File: src/rtl/lcm_pkg.sv
// Shared types and constants for the LCM stream capture receiver.
package lcm_pkg;

  typedef enum logic [1:0] {
    ST_IDLE    = 2'd0,
    ST_SEARCH  = 2'd1,
    ST_CAPTURE = 2'd2
  } lcm_state_e;

  // Number of byte lanes in one capture word.
  function automatic int lcm_lanes(input int data_w, input int byte_w);
    return data_w / byte_w;
  endfunction

  localparam int LCM_LANES = lcm_lanes(32, 8);

endpackage

File: src/rtl/lcm_sync_edge.sv
// 2-FF synchronizer for one asynchronous panel signal, with registered
// rise/fall pulses. o_level is aligned with the pulses so a qualifier
// (e.g. DIN) read alongside an LP fall reflects the same pin instant.
module lcm_sync_edge (
  input  logic clk,
  input  logic rst_n,
  input  logic i_async,
  output logic o_level,
  output logic o_rise,
  output logic o_fall
);

  logic r_s1, r_s2, r_d, r_rise, r_fall;

  // Synchronize, keep previous sample, register edge pulses.
  always_ff @(posedge clk or negedge rst_n) begin
    if (!rst_n) begin
      r_s1   <= 1'b0;
      r_s2   <= 1'b0;
      r_d    <= 1'b0;
      r_rise <= 1'b0;
      r_fall <= 1'b0;
    end else begin
      r_s1   <= i_async;
      r_s2   <= r_s1;
      r_d    <= r_s2;
      r_rise <= r_s2 & ~r_d;
      r_fall <= r_d & ~r_s2;
    end
  end

  assign o_level = r_d;
  assign o_rise  = r_rise;
  assign o_fall  = r_fall;

endmodule

File: src/rtl/lcm_stream_capture.sv
// Panel-side receiver for the LCM DIN/LP/XSCL/DATA stream: finds frame
// starts, packs bytes into capture words and reports per-frame statistics.
module lcm_stream_capture
  import lcm_pkg::*;
#(
  parameter int BYTE_WIDTH         = 8,
  parameter int C_S_AXI_DATA_WIDTH = 32,
  parameter int OPT_MEM_ADDR_BITS  = 10,
  parameter int CNT_WIDTH          = 16
) (
  input  logic                            clk,
  input  logic                            rst_n,
  input  logic                            enable,
  input  logic                            clear,
  input  logic                            lcm_din,
  input  logic                            lcm_lp,
  input  logic                            lcm_xscl,
  input  logic [BYTE_WIDTH-1:0]           lcm_data,
  output logic                            cap_wen,
  output logic [OPT_MEM_ADDR_BITS-1:0]    cap_waddr,
  output logic [C_S_AXI_DATA_WIDTH-1:0]   cap_wdata,
  output logic [C_S_AXI_DATA_WIDTH/8-1:0] cap_wstrb,
  output logic [CNT_WIDTH-1:0]            line_bytes,
  output logic [CNT_WIDTH-1:0]            frame_lines,
  output logic [CNT_WIDTH-1:0]            frame_sum,
  output logic                            frame_done,
  output logic                            err_line_len,
  output logic                            err_overflow
);

  localparam int LANES = lcm_lanes(C_S_AXI_DATA_WIDTH, BYTE_WIDTH);
  localparam int LW    = $clog2(LANES);
  localparam int SW    = C_S_AXI_DATA_WIDTH / 8;

  logic w_din_lvl, w_din_rise, w_din_fall;
  logic w_lp_lvl, w_lp_rise, w_lp_fall;
  logic w_xscl_lvl, w_xscl_rise, w_xscl_fall;
  logic w_unused_ok;

  lcm_sync_edge u_din  (.clk(clk), .rst_n(rst_n), .i_async(lcm_din),
                        .o_level(w_din_lvl), .o_rise(w_din_rise), .o_fall(w_din_fall));
  lcm_sync_edge u_lp   (.clk(clk), .rst_n(rst_n), .i_async(lcm_lp),
                        .o_level(w_lp_lvl), .o_rise(w_lp_rise), .o_fall(w_lp_fall));
  lcm_sync_edge u_xscl (.clk(clk), .rst_n(rst_n), .i_async(lcm_xscl),
                        .o_level(w_xscl_lvl), .o_rise(w_xscl_rise), .o_fall(w_xscl_fall));

  assign w_unused_ok = ^{w_din_rise, w_din_fall, w_lp_lvl, w_lp_rise, w_xscl_lvl, w_xscl_rise};

  // Data bus: plain 2-FF sync plus one stage to line up with the edge pulses.
  logic [BYTE_WIDTH-1:0] r_data_s1, r_data_s2, r_data_d;

  // Synchronize the pixel byte.
  always_ff @(posedge clk or negedge rst_n) begin
    if (!rst_n) begin
      r_data_s1 <= '0;
      r_data_s2 <= '0;
      r_data_d  <= '0;
    end else begin
      r_data_s1 <= lcm_data;
      r_data_s2 <= r_data_s1;
      r_data_d  <= r_data_s2;
    end
  end

  lcm_state_e                    r_state;
  logic [LW-1:0]                 r_lane;
  logic [C_S_AXI_DATA_WIDTH-1:0] r_word;
  logic [SW-1:0]                 r_strb;
  logic [OPT_MEM_ADDR_BITS-1:0]  r_addr;
  logic                          r_wr_block;
  logic [CNT_WIDTH-1:0]          r_byte_cnt, r_line_cnt, r_sum, r_ref;

  logic [C_S_AXI_DATA_WIDTH-1:0] w_word_nx;
  logic [SW-1:0]                 w_strb_nx;
  logic                          w_full, w_wr;
  logic [CNT_WIDTH-1:0]          w_line_bytes, w_sum_nx;

  // Word/strobe as they look after this cycle's byte (if any) is merged;
  // a byte coinciding with LP is thereby flushed with the ending line.
  always_comb begin
    w_word_nx = r_word;
    w_strb_nx = r_strb;
    if (w_xscl_fall) begin
      w_word_nx[int'(r_lane)*BYTE_WIDTH +: BYTE_WIDTH] = r_data_d;
      w_strb_nx[r_lane] = 1'b1;
    end
  end

  assign w_full       = w_xscl_fall && (r_lane == LW'(LANES-1));
  assign w_wr         = w_full || (w_lp_fall && (w_strb_nx != '0));
  assign w_line_bytes = r_byte_cnt + CNT_WIDTH'(w_xscl_fall);
  assign w_sum_nx     = w_xscl_fall ? r_sum + CNT_WIDTH'(r_data_d) : r_sum;

  // Frame FSM with packing, counters and registered outputs.
  always_ff @(posedge clk or negedge rst_n) begin
    if (!rst_n) begin
      r_state      <= ST_IDLE;
      r_lane       <= '0;
      r_word       <= '0;
      r_strb       <= '0;
      r_addr       <= '0;
      r_wr_block   <= 1'b0;
      r_byte_cnt   <= '0;
      r_line_cnt   <= '0;
      r_sum        <= '0;
      r_ref        <= '0;
      cap_wen      <= 1'b0;
      cap_waddr    <= '0;
      cap_wdata    <= '0;
      cap_wstrb    <= '0;
      line_bytes   <= '0;
      frame_lines  <= '0;
      frame_sum    <= '0;
      frame_done   <= 1'b0;
      err_line_len <= 1'b0;
      err_overflow <= 1'b0;
    end else begin
      cap_wen    <= 1'b0;
      frame_done <= 1'b0;
      if (clear) begin
        err_line_len <= 1'b0;
        err_overflow <= 1'b0;
      end
      if (!enable) begin
        r_state <= ST_IDLE;
      end else if (clear) begin
        r_state <= ST_SEARCH;
      end else begin
        case (r_state)
          ST_IDLE: r_state <= ST_SEARCH;
          ST_SEARCH: begin
            if (w_lp_fall && w_din_lvl) begin
              r_state    <= ST_CAPTURE;
              r_lane     <= '0;
              r_word     <= '0;
              r_strb     <= '0;
              r_addr     <= '0;
              r_wr_block <= 1'b0;
              r_byte_cnt <= '0;
              r_line_cnt <= '0;
              r_sum      <= '0;
              r_ref      <= '0;
            end
          end
          ST_CAPTURE: begin
            // Word issue: full word or end-of-line flush of pending lanes.
            if (w_wr) begin
              r_word <= '0;
              r_strb <= '0;
              if (!r_wr_block) begin
                cap_wen   <= 1'b1;
                cap_waddr <= r_addr;
                cap_wdata <= w_word_nx;
                cap_wstrb <= w_strb_nx;
                if (r_addr == '1) r_wr_block <= 1'b1;
                else              r_addr     <= r_addr + OPT_MEM_ADDR_BITS'(1);
              end else begin
                err_overflow <= 1'b1;
              end
            end else begin
              r_word <= w_word_nx;
              r_strb <= w_strb_nx;
            end
            if (w_xscl_fall) r_lane <= r_lane + LW'(1);
            r_sum      <= w_sum_nx;
            r_byte_cnt <= w_line_bytes;
            // End of line; with DIN high also end of frame.
            if (w_lp_fall) begin
              r_lane     <= '0;
              r_byte_cnt <= '0;
              r_line_cnt <= r_line_cnt + CNT_WIDTH'(1);
              if (r_line_cnt == '0)              r_ref        <= w_line_bytes;
              else if (w_line_bytes != r_ref)    err_line_len <= 1'b1;
              if (w_din_lvl) begin
                line_bytes  <= (r_line_cnt == '0) ? w_line_bytes : r_ref;
                frame_lines <= r_line_cnt + CNT_WIDTH'(1);
                frame_sum   <= w_sum_nx;
                frame_done  <= 1'b1;
                r_line_cnt  <= '0;
                r_sum       <= '0;
                r_addr      <= '0;
                r_wr_block  <= 1'b0;
              end
            end
          end
          default: r_state <= ST_IDLE;
        endcase
      end
    end
  end

endmodule

File: config.mk
export PLATFORM = sky130hd
export DESIGN_NAME = lcm_stream_capture
export DESIGN_NICKNAME = d
export VERILOG_FILES = /design/src/rtl/lcm_pkg.sv /design/src/rtl/lcm_sync_edge.sv /design/src/rtl/lcm_stream_capture.sv
export SDC_FILE = /design/constraint.sdc
export NUM_CORES = 1
export LEC_CHECK = 0
export BUFFER_PORTS_ARGS = -buffer_cell sky130_fd_sc_hd__buf_4
export CAP_MARGIN = 20
export CORE_MARGIN = 2
export CORE_UTILIZATION = 44
export CTS_BUF_LIST = sky130_fd_sc_hd__clkbuf_8
export DETAILED_ROUTE_END_ITERATION = 10
export PLACE_DENSITY = 0.66
export SETUP_SLACK_MARGIN = 0.2
export SLEW_MARGIN = 20
export SYNTH_ARGS = -nofsm -noshare
export SYNTH_HDL_FRONTEND = slang
export SYNTH_HIERARCHICAL = 1
export SYNTH_SLANG_ARGS = --single-unit
File: constraint.sdc
create_clock -name clk -period 4.5 [get_ports clk]
set_input_delay 0.675 -clock clk [delete_from_list [all_inputs] [get_ports clk]]
set_output_delay 0.675 -clock clk [all_outputs]
set_load 0.005 [all_outputs]
==> flow_summary_export.csv, run 1 <==
group,metric,value,unit
job,drv_cap,0,
clocking,cts_root_buf,"clkbuf_8",
routing,vias,8934,
setup_path,r2r-start,"r_lane[0]",
grt,gr-usage-all-layers,20.1,%
setup_path,reg2reg_depth,7,
setup_path,critPathMaxFanout,83,
floorplanning,die_x,167,µm
final_layout,syn2layout_area_growth,15.6,%
timing,finalSetupTns,0,ns
clocking,cts_buffer_depth,3,
clocking,clk_latency,0.55,ns
timing,relSlewSlack,36.0,%
routing,vias_per_cell,5.57,
timing,clock.fmax,0.329,GHz
final_layout,diodes,0,
final_layout,seq_area,0.00621,mm²
final_layout,nFillCells,2357,
routing,drt_wl_total,27800,µm
final_layout,final_core_utilization,51.9,%
placed_design,port_buffers,112,
placed_design,dp_hpwl,18500,µm
grt,grt_max_degree,115,
worst_hold_path,hold_path.class,"input pin to asynchronous set/reset pin",
timing,worst_slew_pin_slew,0.958,ns
clocking,cts_setup_buffers,0,
clocking,hold_buffers,0,
floorplanning,die_area,0.0279,mm²
clocking,clk_pin_slew,0.07,ns
timing,fin_hold_ws,0.139,ns
floorplanning,fp.coreArea,0.0261,mm²
timing,rsz0062_at_grt,"false",
setup_path,reg2reg_to,"cap_waddr[3]",
grt,grt_pass1_vias,8694,
floorplanning,start_util,44.9,%
routing,wl_per_cell,17.4,µm
clocking,cts-buffers-inserted,43,
final_layout,final_common_cell,"dfrtp_1",
clocking,cts-resized-gates,0,
timing,min_period_over_period,67.5,%
power_and_ir_drop,ir_worst_vdd,0.000254,V
grt,grt_pass1_wl,46200,µm
setup_path,cp_data_required_time,4.93,ns
setup_path,crit_path_start_kind,"flop",
setup_path,ff2ff_setup_slack,1.46,ns
clocking,cts_tree,"yes",
synth,syn-num-nets,1184,
final_layout,multi_input_area,0.00499,mm²
setup_path,worstSetupPathType,"flop to flop",
timing,finalHoldViolCount,0,
grt,grt_overflow_total,0,
setup_path,worstSetupEndpointType,"flop",
floorplanning,io_pins,113,
routing,drtAntennaViolNets,0,
final_layout,drive_gt1_share,18.1,%
placed_design,gp_congestion,0.885,
final_layout,final_cell_mix,"248 x dfrtp_1, 122 x nand2_1, 118 x buf_4",
final_layout,final_nets,1275,
timing,min_period,3.04,ns
routing,firstDrtPassIters,5,
clocking,clkSinkCount,248,
power_and_ir_drop,p_per_area,350,mW/mm²
routing,drc,0,
clocking,htree_levels,2,
floorplanning,row_count,59,
setup_path,cp.arrival,3.47,ns
synth,synthesis.instances,1143,
power_and_ir_drop,power,4730,µW
outcome,outcome,"finished clean",
timing,maxSlewViolCount,0,
synth,yosys_warnings,6,
power_and_ir_drop,leakagePower,0.00632,µW
routing,drt-initial-drc-count,593,
timing,setup_viol,0,
synth,synth_area_per_cell,10.2,µm²
timing,clock_skew,0.0176,ns
floorplanning,fp.dieH,167,µm
grt,antenna_found_initial,0,
synth,syn_area,0.0117,mm²
-- final cells by class --
type	instances	share of cell area (%)
tap	335	3.10
timing repair buffer	120	6.81
multi-input combinational	800	36.9
sequential	248	45.9
clock inverter	27	1.36
inverter	21	0.583
clock buffer	52	5.29
-- stage by stage --
stage	cells	cell area (µm²)	setup slack [ns]
final	1603	13500	1.46
after global routing	1603	13500	1.22
after CTS	1603	13500	1.46
after detailed placement	1524	12600	1.48
after global placement	1524	12600	1.46
after floorplan	1143	11700	2.16
-- where the power goes --
part	switching [µW]	total, µW	internal, µW
logic	154	250	95.7
clock network	934	2110	1180
registers	73.2	2370	2300
total	1160	4730	3570
-- metal layers --
metal / up-vias / routed length (µm) / global-route usage [%]
met2: 233 / 12400 / 30.2
met3: 37 / 1750 / 4.21
met4: 0 / 433 / 5.51
li1: 4302 / - / -
met1: 4362 / 13200 / 29.6
met5: - / 0 / 0
-- sequential cells by signal (all words and copies together), names as in the netlist, 8 cells and up --
name,cells
cap_wdata,32
r_ref,16
frame_lines,16
frame_sum,16
r_addr,10
r_line_cnt,16
r_data_s2,8
r_data_s1,8
line_bytes,16
r_byte_cnt,16
r_sum,16
r_word,32
r_data_d,8
cap_waddr,10
-- worst max-delay path by stage --
| stage | startpoint | endpoint | slack [ns] | cells after the start |
|---|---|---|---|---|
| detailed placement | r_lane[0] | cap_waddr[4] | 1.48 | 7 |
| CTS | r_lane[0] | cap_waddr[3] | 1.46 | 7 |
| global route | r_lane[0] | cap_waddr[3] | 1.22 | 7 |
| global placement | enable | r_ref[1] | 1.46 | 6 |
| finish | r_lane[0] | cap_waddr[3] | 1.46 | 7 |
| floorplan | r_data_d[0] | frame_sum[12] | 2.16 | 9 |
-- critical path, cell delays in order (launching register included) --
cell	delay (ns)
dfrtp_1	0.49
inv_1	0.25
ha_1	0.35
o31a_1	0.20
o21ai_2	0.08
a21oi_2	0.29
and3_4	0.78
mux2_2	0.42
Note: power is estimated with default switching activity, not from simulation.
==> inputs of run 2 (changes only) <==
--- a/config.mk
+++ b/config.mk
@@ -5,6 +5,7 @@
 export SDC_FILE = /design/constraint.sdc
 export NUM_CORES = 1
 export LEC_CHECK = 0
+export ABC_AREA = 1
 export BUFFER_PORTS_ARGS = -buffer_cell sky130_fd_sc_hd__buf_4
 export CAP_MARGIN = 20
 export CORE_MARGIN = 2
==> constraint.sdc (replaced) <==
create_clock -name clk -period 2.8 [get_ports clk]
set_input_delay 0.42 -clock clk [delete_from_list [all_inputs] [get_ports clk]]
set_output_delay 0.42 -clock clk [all_outputs]
set_load 0.005 [all_outputs]
==> run 2 against run 1 <==
Compared with the run above: setup slack worse by 0.95 ns; sequential share of layout area down 0.64 points; synthesized cell count is 13% higher; critical path type unchanged; critical endpoint is now r_addr[7]; largest power group unchanged.
==> flow_summary_export.csv, run 2 <==
group,metric,value,unit
outcome,outcome,"finished clean",
placed_design,port_buffers,112,
timing,rsz0062_at_grt,"true",
timing,finalHoldViolCount,0,
final_layout,syn2layout_area_growth,19.8,%
routing,firstDrtPassIters,5,
clocking,clk_pin_slew,0.07,ns
placed_design,dp_hpwl,18600,µm
clocking,cts_tree,"yes",
grt,antenna_found_initial,0,
clocking,clkSinkCount,248,
timing,clock.fmax,0.438,GHz
final_layout,drive_gt1_share,16.9,%
floorplanning,fp.dieH,165,µm
clocking,cts_setup_buffers,0,
routing,vias_per_cell,5.14,
timing,min_period,2.29,ns
synth,synthesis.instances,1296,
setup_path,crit_top_cell,"nand2_1",
final_layout,diodes,0,
clocking,htree_levels,2,
grt,grt_pass1_vias,8843,
setup_path,cp_cell_sequence,"inv_1 -> ha_1 -> nand2_1 -> inv_1 -> nor2_1 -> nand4_1 -> nand2_1 -> nand2_2 -> nand2_1 -> nor2_1 -> nand3_1 -> nand3_1 -> nand2_1",
timing,fin_hold_ws,0.136,ns
routing,drtAntennaViolNets,0,
routing,vias,9274,
synth,syn-num-nets,1337,
setup_path,critPathMaxFanout,10,
timing,min_period_over_period,81.6,%
worst_hold_path,hold_path.class,"input pin to flop",
floorplanning,io_pins,113,
placed_design,numPlacedInstances,1719,
floorplanning,die_x,165,µm
setup_path,worstSetupEndpointType,"flop",
grt,gr-usage-all-layers,20.4,%
placed_design,gp_congestion,0.889,
setup_path,crit_path_top_delay_cell,"dfrtp_1",
synth,yosys_warnings,6,
setup_path,cpPeakStageDelay,0.44,ns
clocking,cts_buffer_depth,3,
grt,grt_max_degree,93,
final_layout,final_nets,1481,
timing,finalSetupTns,0,ns
final_layout,final_common_cell,"nand2_1",
final_layout,top_regs,"cap_wdata x32, r_word x32",
power_and_ir_drop,p_per_area,653,mW/mm²
synth,synth_area_per_cell,8.83,µm²
final_layout,layout.cells.non_filler,1806,
timing,maxSlewViolCount,0,
clocking,cts_root_buf,"clkbuf_8",
grt,grt_overflow_total,0,
clocking,cts-buffers-inserted,42,
timing,relSlewSlack,46.3,%
synth,syn_area,0.0114,mm²
routing,drc,0,
setup_path,worstSetupPathType,"flop to flop",
timing,worst_slew_pin_slew,0.805,ns
routing,wl_per_cell,15.2,µm
power_and_ir_drop,leakagePower,0.00653,µW
timing,setup_ws,0.514,ns
grt,grt_pass1_wl,44600,µm
final_layout,final_core_utilization,53.1,%
timing,setup_viol,0,
floorplanning,start_util,44.3,%
routing,drt-initial-drc-count,834,
setup_path,cp_data_required_time,3.23,ns
setup_path,cp.arrival,2.72,ns
job,drv_cap,0,
placed_design,dp_slack,0.445,ns
power_and_ir_drop,ir_worst_vdd,0.000394,V
floorplanning,die_area,0.0273,mm²
setup_path,crit_path_start_kind,"flop",
floorplanning,fp.coreArea,0.0258,mm²
final_layout,final_cell_mix,"301 x nand2_1, 247 x dfrtp_1, 187 x inv_1",
floorplanning,row_count,59,
routing,drt_wl_total,27500,µm
timing,clock_skew,0.0216,ns
clocking,clk_latency,0.56,ns
[run 2: layer usage]
layer,share of wire [%],wire length (µm),track usage (%)
met1,47,13000,28.6
met2,46,12600,32.7
met3,4.7,1280,3.40
met4,2.1,575,5.80
met5,0,0,0
[run 2: what timing repair did]
item	CTS	global route
setup endpoints to repair	0	51
resized for setup	0	2
hold buffers	12	0
endpoints found under the hold margin	98	0
[run 2: metrics by stage]
stage | instance area [µm²] | total power, µW
floorplan | 11400 | 4960
finish | 13700 | 8960
global placement | 12700 | 5490
global route | 13700 | 9420
CTS | 13700 | 9050
detailed placement | 12700 | 5520
[run 2: critical path, delay by kind of cell, from the launching register on]
kind	cells	cell delay, ns
AND/OR/NAND/NOR	10	1.24
adder cells (fa/ha/maj)	1	0.23
flip-flops	1	0.44
buffers and inverters	2	0.25
[run 2: area by class of cell]
cell class | instances | area, µm²
sequential | 248 | 6210
fill | 2388 | 12100
clock inverter | 19 | 146
timing repair buffer | 140 | 1150
multi-input combinational | 813 | 4280
tap | 335 | 419
clock buffer | 56 | 771
inverter | 195 | 733
[run 2: worst paths after layout]
path	from	end	slack, ns	depth (start not counted)
max reg2reg	r_lane[1]	r_addr[7]	0.51	13
max	r_lane[1]	r_addr[7]	0.51	13
max in group asynchronous	rst_n	r_addr[4]	1.50	3
min in group asynchronous	rst_n	cap_wdata[12]	0.50	2
min reg2reg	r_data_s1[7]	r_data_s2[7]	0.32	0
min	enable	r_state[0]	0.14	3
[run 2: power breakdown]
part           total (µW)  switching, µW  leakage, µW  internal (µW)
Combinational        1440            865      0.00274            574
Sequential           4040            180      0.00328           3860
Clock                3480           1500     0.000505           1980
Total                8960           2540      0.00653           6420
==> inputs of run 3 (changes only) <==
==> constraint.sdc (replaced) <==
create_clock -name clk -period 2.2 [get_ports clk]
set_input_delay 0.33 -clock clk [delete_from_list [all_inputs] [get_ports clk]]
set_output_delay 0.33 -clock clk [all_outputs]
set_load 0.005 [all_outputs]
==> run 3 against run 2 <==
Compared with the run above: sequential cell count stayed put; power is 32% higher; non-clock buffer count is 52 higher; sequential power is 27% higher; global-route usage is 0.49 points higher; sequential share of layout area is 3.2 points lower.
==> flow_summary_export.csv, run 3 (synthesis gave the netlist of run 2 again) <==
group,metric,value,unit
setup_path,cpPeakStageDelay,0.45,ns
grt,grt_pass1_wl,45800,µm
setup_path,critPathMaxFanout,14,
floorplanning,die_x,165,µm
setup_path,endpoint,"cap_wdata[31]",
power_and_ir_drop,p_sw,3360,µW
routing,firstDrtPassIters,5,
setup_path,cp_cell_sequence,"buf_4 -> ha_2 -> a21oi_2 -> nand4_1 -> nand2_1 -> nand2_4 -> nand2_4 -> nor2_4 -> buf_4 -> clkinv_2 -> clkbuf_16 -> o21ai_1",
power_and_ir_drop,p_per_area,798,mW/mm²
grt,grt_pass1_vias,9218,
clocking,cts-buffers-inserted,43,
final_layout,final_nets,1535,
setup_path,startpoint,"r_lane[1]",
routing,wl_per_cell,15.7,µm
timing,min_period_over_period,91.9,%
setup_path,cp.arrival,2.47,ns
timing,maxSlewViolCount,0,
setup_path,cp.depth,12,
job,drv_cap,0,
floorplanning,io_pins,113,
setup_path,reg2reg_depth,12,
setup_path,reg2reg_to,"cap_wdata[31]",
setup_path,path_buf_inv,4,
setup_path,r2r-start,"r_lane[1]",
outcome,outcome,"finished clean",
power_and_ir_drop,seq_power_share,43.6,%
clocking,clk_latency,0.56,ns
setup_path,crit_family,"buffers and inverters",
power_and_ir_drop,switching_share,28.5,%
timing,clock.fmax,0.495,GHz
clocking,clk_pin_slew,0.06,ns
final_layout,top_regs,"cap_wdata x32, r_word x32",
grt,antenna_found_initial,0,
timing,relSlewSlack,53.2,%
routing,vias_per_cell,5.17,
setup_path,crit_path_top_delay_cell,"dfrtp_2",
floorplanning,fp.coreArea,0.0258,mm²
floorplanning,die_area,0.0273,mm²
placed_design,dp_slack,-0.0720,ns
floorplanning,start_util,44.3,%
timing,finalSetupTns,0,ns
power_and_ir_drop,ir_worst_vdd,0.000508,V
setup_path,worstSetupEndpointType,"flop",
routing,drc,0,
routing,drt-initial-drc-count,639,
final_layout,fin_area,0.0148,mm²
grt,grt_overflow_total,0,
worst_hold_path,hold_depth,3,
setup_path,cp_data_required_time,2.64,ns
power_and_ir_drop,clockPowerShare,39.3,%
final_layout,syn2layout_area_growth,29.0,%
clocking,cts_tree,"yes",
routing,drt_wl_total,29300,µm
grt,grt_max_degree,59,
setup_path,worstSetupPathType,"flop to flop",
placed_design,gp_congestion,0.896,
timing,finalHoldViolCount,0,
timing,rsz0062_at_grt,"true",
timing,setup_ws,0.179,ns
clocking,cts_root_buf,"clkbuf_8",
routing,vias,9626,
placed_design,port_buffers,112,
final_layout,final_common_cell,"nand2_1",
placed_design,dpl-instance-area,0.0128,mm²
floorplanning,row_count,59,
clocking,clkSinkCount,248,
grt,gr-usage-all-layers,20.9,%
final_layout,final_core_utilization,57.2,%
setup_path,crit_path_start_kind,"flop",
timing,clock_skew,0.0360,ns
placed_design,dp_hpwl,19000,µm
worst_hold_path,hold_path.class,"input pin to flop",
timing,worst_slew_pin_slew,0.696,ns
final_layout,final_cell_mix,"279 x nand2_1, 242 x dfrtp_1, 184 x inv_1",
timing,min_period,2.02,ns
setup_path,ff2ff_setup_slack,0.18,ns
final_layout,diodes,0,
routing,drtAntennaViolNets,0,
power_and_ir_drop,leakagePower,0.00695,µW
final_layout,drive_gt1_share,25.2,%
power_and_ir_drop,p_int,8430,µW
clocking,htree_levels,2,
floorplanning,fp.dieH,165,µm
timing,setup_viol,0,
power_and_ir_drop,power_frac_comb,17.0,%
clocking,cts_buffer_depth,3,
run 3: cell types whose count changed in the layout (fill, tap and decap cells not counted), moves of 6 or more:
cell | previous run | this run
o21ai_2 | 3 | 11
o22ai_1 | 91 | 84
nand2_2 | 5 | 23
buf_4 | 122 | 157
o21ai_0 | 67 | 51
nand3_2 | 0 | 9
o22ai_2 | 10 | 17
nand2_1 | 301 | 279
ha_4 | 0 | 6
nand3_1 | 84 | 74
o21ai_1 | 76 | 84
ha_1 | 25 | 17
nor2_1 | 51 | 43
run 3: cell type report:
type / instances / area [µm²]
clock buffer: 57 / 785
clock inverter: 21 / 183
timing repair buffer: 192 / 1740
fill: 2263 / 11100
inverter: 195 / 757
multi-input combinational: 813 / 4670
timing repair inverter: 1 / 5.00
sequential: 248 / 6210
tap: 335 / 419
run 3: how the worst min path moves through the flow:
stage	endpoint	from
5_1_grt	r_state[0]	clear
3_3_place_gp	r_word[12]	rst_n
3_5_place_dp	r_word[12]	rst_n
4_1_cts	r_state[0]	clear
2_1_floorplan	cap_waddr[0]	rst_n
6_report	r_state[0]	clear
run 3: metrics by stage:
step,cells,hold WS (ns),total power (µW)
CTS,1836,0.0447,11800
floorplan,1296,0.0344,6310
global placement,1738,0.303,7010
finish,1862,0.0657,11800
global route,1862,0.0597,12400
detailed placement,1738,0.303,7060
run 3: power by group through the flow:
| stage | Combinational, µW | Sequential [µW] | Clock (µW) |
|---|---|---|---|
| after global routing | 2260 | 5190 | 4960 |
| after floorplan | 1150 | 5170 | 0 |
| final | 2010 | 5150 | 4640 |
| after CTS | 1900 | 5140 | 4730 |
| after global placement | 1810 | 5210 | 0 |
| after detailed placement | 1850 | 5210 | 0 |
run 3: repair_timing:
item	in CTS	in global routing
gates cloned	1	7
endpoints found under the setup margin	129	176
setup buffers	7	19
pin swaps	8	19
endpoints found under the hold margin	65	0
gates resized for setup	22	121
hold buffers	12	0
run 3: per-layer routing:
layer	track usage, %	routed length [µm]	vias to the layer above
li1	-	-	4694
met1	28.7	13200	4631
met2	33.4	14100	253
met3	3.72	1490	48
met4	7.33	565	0
met5	0	0	-
run 3: worst register-to-register path, cell delays in order, from the launching register on:
cell       delay [ns]
dfrtp_2          0.45
buf_4            0.15
ha_2             0.17
a21oi_2          0.18
nand4_1          0.12
nand2_1          0.12
nand2_4          0.11
nand2_4          0.09
nor2_4           0.05
buf_4            0.14
clkinv_2         0.09
clkbuf_16        0.18
o21ai_1          0.07
